[config.mk]
export PLATFORM = sky130hd
export DESIGN_NAME = fifo_rd_stream_if
export DESIGN_NICKNAME = d
export VERILOG_FILES = /design/src/rtl/fifo_rd_stream_if.sv
export SDC_FILE = /design/constraint.sdc
export NUM_CORES = 1
export LEC_CHECK = 0
export ABC_AREA = 1
export BUFFER_PORTS_ARGS = -buffer_cell sky130_fd_sc_hd__buf_2
export CAP_MARGIN = 20
export CORE_UTILIZATION = 45
export CTS_CLUSTER_DIAMETER = 100
export DETAILED_ROUTE_END_ITERATION = 8
export HOLD_SLACK_MARGIN = 0.06
export PLACE_DENSITY = 0.7
export SLEW_MARGIN = 25
export SYNTH_ARGS = -nofsm -noshare
export SYNTH_HDL_FRONTEND = slang
export SYNTH_SLANG_ARGS = --single-unit
[constraint.sdc]
create_clock -name R_CLK -period 1.46 [get_ports R_CLK]
set_input_delay 0.073 -clock R_CLK [delete_from_list [all_inputs] [get_ports R_CLK]]
set_output_delay 0.073 -clock R_CLK [all_outputs]
set_load 0.005 [all_outputs]
[src/rtl/fifo_rd_stream_if.sv]
// fifo_rd_stream_if: read-domain consumer of an async FIFO. It pops words into a
// 2-entry registered buffer and presents them as a valid/ready stream.
// Optional delivered-word counter: define FIFO_RD_WORD_COUNT_EN to add M_count.
module fifo_rd_stream_if #(
    parameter int DATA_WIDTH = 8,
    parameter int CNT_WIDTH  = 16
) (
    input  logic                  R_CLK,
    input  logic                  R_rst_n,
    input  logic                  R_empty,
    input  logic [DATA_WIDTH-1:0] R_data,
    output logic                  R_inc,
    input  logic                  R_flush,
    output logic                  M_valid,
    input  logic                  M_ready,
`ifdef FIFO_RD_WORD_COUNT_EN
    output logic [CNT_WIDTH-1:0]  M_count,
`endif
    output logic [DATA_WIDTH-1:0] M_data
);
    localparam logic [1:0] EMPTY = 2'd0;
    localparam logic [1:0] ONE   = 2'd1;
    localparam logic [1:0] TWO   = 2'd2;
    logic [1:0]            state_q, state_d;
    logic [DATA_WIDTH-1:0] e0_q, e0_d, e1_q, e1_d;
    logic                  acc;
    assign M_valid = state_q != EMPTY;
    assign M_data  = e0_q;
    assign R_inc   = ~R_empty & (state_q != TWO) & ~R_flush;
    assign acc     = M_valid & M_ready;
    // Occupancy transitions; R_inc is the pop, so words are captured on the pointer-advance edge.
    always_comb begin
        state_d = state_q;
        e0_d    = e0_q;
        e1_d    = e1_q;
        if (R_flush)
            state_d = EMPTY;
        else
            case (state_q)
                EMPTY: if (R_inc) begin
                    e0_d    = R_data;
                    state_d = ONE;
                end
                ONE: if (R_inc && acc)
                    e0_d = R_data;
                else if (R_inc) begin
                    e1_d    = R_data;
                    state_d = TWO;
                end else if (acc)
                    state_d = EMPTY;
                TWO: if (acc) begin
                    e0_d    = e1_q;
                    state_d = ONE;
                end
                default: state_d = EMPTY;
            endcase
    end
    // Buffer registers with asynchronous clear.
    always_ff @(posedge R_CLK or negedge R_rst_n) begin
        if (!R_rst_n) begin
            state_q <= EMPTY;
            e0_q    <= '0;
            e1_q    <= '0;
        end else begin
            state_q <= state_d;
            e0_q    <= e0_d;
            e1_q    <= e1_d;
        end
    end
`ifdef FIFO_RD_WORD_COUNT_EN
    logic [CNT_WIDTH-1:0] cnt_q, cnt_d;
    assign cnt_d   = (acc && cnt_q != '1) ? cnt_q + 1'b1 : cnt_q;
    assign M_count = cnt_q;
    // Saturating count of accepted words; flush does not clear it.
    always_ff @(posedge R_CLK or negedge R_rst_n) begin
        if (!R_rst_n)
            cnt_q <= '0;
        else
            cnt_q <= cnt_d;
    end
`endif
endmodule

==> run metrics, run 1 <==
Slew Limit Fails 0; Hold Crit Depth 4; die width approximately 46 microns; Post-DP HPWL around 1200 microns; Port Buf Inserts 22; Layout area overhead 31.4%; Internal Pwr Total a little under 1 mW; synthesis-stage register bit count 18; reg2reg path depth 7; fin util 65.0%; total wire length between 1500 and 2000 microns; area occupied by multi-input gates 354 sq um; Synth Net Count ~130; diodes inserted 0; number of synthesis warnings 0; Leak Pwr 0.644 nW; Hold Fails Final Rpt 0; Data required, critical path approximately 1.4 ns; Post-Syn Area just under 900 sq um; clock slew at reported path FFs 0.10 ns; Slew HR approximately three quarters; vias in the first global route a little under 700; Tot Pwr between 1 and 1.5 mW; clock tree buffer depth 2; final instance area 1150 sq um; Worst Setup Start Kind flip-flop; fin nets around 160; pin count of the biggest net entering global routing 19; Critical Path Fanout Max 18; placed cell area around 1000 sq um; Seq pwr share around 52%; Top FF cell, synth dfrtp_1; WS Path Type flip-flop to output pin; Fill cells approximately 160; Seq. cell area 450 sq um; via/cell ratio between 4 and 5; PD cells about 1200 nW/um^2; Synth top area share 51.6%; global route overflow 0; final cycle utilization of the critical path just under 90%; Hold/Removal Path Class primary input to flip-flop; largest area contributor in the netlist dfrtp_1; Post-route DRC 0; Switch Pwr 0.405 mW; Initial Util around half; io pins 23; Clk Tree Root Cell clkbuf_4; Max IR drop VDD just under 0.0008 V; clock share of power a little over a fifth; FP Rows 15; DR vias 796; syn_area_per_cell between 7 and 8 sq um; Worst Max-Slew Pin Slew between 0.3 and 0.4 ns; top-count cell post-synth nand2_1; antenna viol nets, final 0; clock sinks 18; wire per inst approximately 9.7 microns; drt first pass iters 4; GPL Wtd Cong ~0.81; Skew-Pair Late Insertion Delay roughly 0.28 ns; Die ar. approximately 2100 sq um; register area share after synthesis approximately half; Sw Share 29.5%; cts bufs inserted 3; first-pass GRT wire length roughly 2800 microns; crit end category output pin; gr usage total approximately 18%; ratio of cells with drive above 1 in the final layout roughly a quarter; Die H between 40 and 50 microns; Layout Skew 0.000708 ns; Post-Syn Instances roughly 110; 1st-iter DRT viols 14; initial antenna violation count 0; Max-Cap Viols 0; Yosys cell types 15; min cycle time layout 1.31 ns; Hold WS between 0.15 and 0.2 ns; RSZ-0062 raised after global routing false; CTS tree built; H-tree levels 1; largest cells by area after synthesis dfrtp_1 52%, nand2_1 21%, o21ai_0 8.6%; status completed; final setup fails 0; Worst Path Arrival 1.23 ns; Post-synth top cells 48 x nand2_1, 18 x dfrtp_1, 15 x o21ai_0, 13 x inv_1, 4 x nor2_1; EDFF count, synth 0; max frequency 0.765 GHz; Gate power share around a quarter; Synth async-reset ratio between 90% and 100%; core area around 1800 sq um; TNS Setup 0 ns
==> cells in the final DEF (no fill, tap or decap), drive strengths merged <==
| master | count |
|---|---|
| nand2 | 51 |
| buf | 23 |
| dfrtp | 18 |
| o21ai | 16 |
| inv | 15 |
| dlygate4sd3 | 10 |
| nor2 | 5 |
| clkbuf | 4 |
| nand3 | 3 |
| nor3 | 1 |
| o21bai | 1 |
| nand4 | 1 |
==> power groups by stage <==
stage	combinational, mW	sequential, mW	clock, mW
after floorplan	0.196	0.722	0
after global placement	0.335	0.718	0
after detailed placement	0.339	0.727	0
after CTS	0.362	0.716	0.304
after global routing	0.423	0.733	0.329
final	0.361	0.713	0.297
==> kinds of logic (layout without fill, tap and decap cells) <==
kind of cell | Yosys count | after routing | share of synthesized area, %
buffers and inverters | 17 | 52 | 8.32
AO/OA/AOI/OAI | 17 | 17 | 10.5
flip-flops | 18 | 18 | 51.6
AND/OR/NAND/NOR | 61 | 61 | 29.6
==> through the flow <==
stage,setup WS (ns),instances
2_1_floorplan,0.320,113
3_3_place_gp,0.186,159
3_5_place_dp,0.134,159
4_1_cts,0.0933,173
5_1_grt,0.0342,173
6_report,0.153,173
==> state kept, by name, summed over array words and instances (netlist names) <==
name	count
M_data	8
state_q	2
e1_q	8
==> routing by layer <==
metal	wire, microns	track usage (%)
met1	866	26.8
met2	734	25.9
met3	54	2.38
met4	21	7.06
met5	0	0
==> cell type report <==
cell class | count | area share (%)
sequential | 18 | 39.3
clock buffer | 4 | 3.17
multi-input combinational | 78 | 30.9
tap | 25 | 2.73
timing repair buffer | 33 | 19.0
inverter | 15 | 4.91
==> repair_timing <==
action / in CTS / in global routing
setup buffers: 0 / 0
setup endpoints to repair: 0 / 9
gates resized for setup: 0 / 1
hold buffers: 10 / 0
endpoints found under the hold margin: 27 / 0
==> critical path: stages (launching register included) <==
cell and delay [ns]:
dfrtp_1 0.45, inv_2 0.14, nand2_4 0.12, nand2_1 0.08, inv_1 0.04, buf_2 0.11
==> worst paths after layout <==
check / slack, ns / to / start
hold / removal: 0.19 / state_q[1]$_DFFE_PN0P_ / M_ready
min in group asynchronous: 0.24 / M_data[4]$_DFFE_PN0P_ / R_rst_n
setup / recovery: 0.15 / R_inc / state_q[0]$_DFFE_PN0P_
setup reg to reg: 0.20 / M_data[6]$_DFFE_PN0P_ / state_q[0]$_DFFE_PN0P_
hold reg to reg: 0.48 / M_data[3]$_DFFE_PN0P_ / M_data[3]$_DFFE_PN0P_
max in group asynchronous: 0.94 / e1_q[1]$_DFFE_PN0P_ / R_rst_n
(Power assumes the default switching activity.)
==> run 2, diff against run 1 <==
--- a/config.mk
+++ b/config.mk
@@ -5,7 +5,6 @@
 export SDC_FILE = /design/constraint.sdc
 export NUM_CORES = 1
 export LEC_CHECK = 0
-export ABC_AREA = 1
 export BUFFER_PORTS_ARGS = -buffer_cell sky130_fd_sc_hd__buf_2
 export CAP_MARGIN = 20
 export CORE_UTILIZATION = 45
==> run 2 against run 1 <==
Clock-buffer cell count down 1; first-iteration DRC count down 57%; clock skew grew 0.0038 ns; critical path depth down 1; via count down 21%; register-to-register slack worse by 0.18 ns; sequential power fell by 5.6%; global-route usage down 0.65 points; critical endpoint is now M_data[4]$_DFFE_PN0P_; largest cell class is now multi-input gates.
==> run metrics, run 2 <==
Worst Max-Slew Pin Slew approximately 0.41 ns; antenna viol nets, final 0; DP Worst Slack -0.00444 ns; Critical Path Fanout Max 5; GPL Wtd Cong roughly 0.8; max frequency 0.692 GHz; Die H 45.8 microns; Max-Cap Viols 0; clock slew at reported path FFs about 0.1 ns; Worst Setup Start Kind flip-flop; cts bufs inserted 3; TNS Setup 0 ns; synthesis-stage register bit count 18; clock sinks 18; Max IR drop VDD a little over 0.001 V; Leak Pwr around 0.61 nW; Yosys cell types 16; Worst Path Arrival about 1.6 ns; Synth Net Count 74; fin nets 120; io pins 23; Post-synth top cells 25 x mux2_2, 18 x dfrtp_1, 3 x nor2_1, 2 x buf_6, 2 x nor3_1; WS Path Type flip-flop to flip-flop; Post-DP HPWL 1080 microns; Synth Area in XOR/XNOR 0%; Skew-Pair Late Insertion Delay around 0.28 ns; pin count of the biggest net entering global routing 19; Hold WS about 0.19 ns; Clk Tree Root Cell clkbuf_4; main combinational cell family by area after synthesis multiplexers; Port Buf Inserts 22; Synth async-reset ratio 100%; die width roughly 46 microns; Layout Skew ~0.0045 ns; Fill cells between 100 and 150; register area share after synthesis between 50% and 60%; final setup fails 0; via/cell ratio between 4 and 5; first-pass GRT wire length approximately 2600 microns; Initial Util 48.9%; diodes inserted 0; Synth top area share a little over half; DR vias roughly 630; Synth Area in Compound Gates under 10%; core area 1760 sq um; largest cells by area after synthesis dfrtp_1 52%, mux2_2 33%, buf_6 2.6%; Top FF cell, synth dfrtp_1; PD cells a little under 1000 nW/um^2; initial antenna violation count 0; Post-Syn Area between 800 and 900 sq um; Post-Synth Simple-Gate Area 9.57%; top-count cell post-synth mux2_2; wire per inst 13.1 microns; min cycle time layout between 1 and 1.5 ns; gr usage total 17.3%; EDFF count, synth 0; most common cell after layout, fill and taps aside buf_2; ratio of cells with drive above 1 in the final layout between 60% and 70%; Post-route DRC 0; final cycle utilization of the critical path 98.9%; 1st-iter DRT viols 6; global route overflow 0; drt first pass iters 2; number of synthesis warnings 0; H-tree levels 1; most frequent cells in the layout 22 x buf_2, 16 x dfrtp_1, 16 x mux2_4, 11 x dlygate4sd3_1, 9 x mux2_2; total wire length around 1700 microns; largest area contributor in the netlist dfrtp_1; crit end category flip-flop; Die ar. approximately 2100 sq um; FP Rows 15; Slew Limit Fails 0; status completed; Hold/Removal Path Class primary input to flip-flop; Tot Pwr ~1.3 mW; mux share of post-synthesis cell area about a third; RSZ-0062 raised after global routing true; Data required, critical path 1.63 ns; post-synthesis adder-cell area fraction 0%; Hold Fails Final Rpt 0; CTS tree built; vias in the first global route between 600 and 700; clock tree buffer depth 2; syn_area_per_cell 14.2 sq um; Layout area overhead 50.9%; Post-Syn Instances 61; setup ws final about 0.015 ns; Slew HR between 70 and 80%
-- run 2: cell families after synthesis --
| logic type | after synthesis |
|---|---|
| compound gates | 3 |
| buf+inv | 3 |
| flops | 18 |
| mux | 25 |
| simple gates | 12 |
-- run 2: routing by layer --
metal	track usage, %	part of all wire (%)	up-vias
li1	-	-	306
met1	23.1	51	313
met2	28.3	47	9
met3	3.57	2.1	0
met4	5.29	0	0
met5	0	0	-
-- run 2: final timing paths --
kind | end | startpoint | depth (start not counted) | slack, ns
worst max register to register | M_data[4]$_DFFE_PN0P_ | state_q[0]$_DFFE_PN0P_ | 4 | 0.02
worst max-delay path | M_data[4]$_DFFE_PN0P_ | state_q[0]$_DFFE_PN0P_ | 4 | 0.02
min in group asynchronous | e1_q[1]$_DFFE_PN0P_ | R_rst_n | 2 | 0.24
max in group asynchronous | state_q[0]$_DFFE_PN0P_ | R_rst_n | 2 | 0.91
worst min register to register | M_data[7]$_DFFE_PN0P_ | M_data[7]$_DFFE_PN0P_ | 1 | 0.51
worst min-delay path | state_q[1]$_DFFE_PN0P_ | R_empty | 4 | 0.19
-- run 2: power by group --
part | internal (mW) | leakage (nW) | switching, mW | total, mW
Clock | 0.0954 | 0.0138 | 0.136 | 0.231
Sequential | 0.611 | 0.216 | 0.0617 | 0.673
Combinational | 0.257 | 0.381 | 0.115 | 0.371
Total | 0.963 | 0.611 | 0.312 | 1.28
-- run 2: final cells by class --
class | count | area [sq um] | share of cell area [%]
clock buffers | 3 | 22.5 | 1.73
inverters | 1 | 3.75 | 0.288
multi-input cells | 40 | 474 | 36.4
flip-flops and latches | 18 | 453 | 34.8
well taps | 25 | 31.3 | 2.40
repair buffers | 43 | 318 | 24.4
-- run 2: critical path: stages (launching register included) --
cell	delay (ns)
dfrtp_2	0.47
nand3b_1	0.22
a21oi_4	0.20
buf_6	0.15
mux2_4	0.30
-- run 2: per-stage QoR --
stage | utilization (%) | instance area, sq um | instances
floorplan | - | 871 | 61
detailed placement | 59.9 | 1060 | 115
finish | 73.8 | 1300 | 130
CTS | 69.1 | 1220 | 130
global route | 73.8 | 1300 | 130
global placement | 59.9 | 1060 | 115
-- run 2: timing repair --
| item | CTS | global route |
|---|---|---|
| pin swaps | 1 | 2 |
| setup endpoints to repair | 15 | 17 |
| resized for setup | 6 | 23 |
| hold buffers | 11 | 0 |
| endpoints found under the hold margin | 28 | 0 |
| gates cloned | 0 | 0 |
| setup buffers | 1 | 0 |
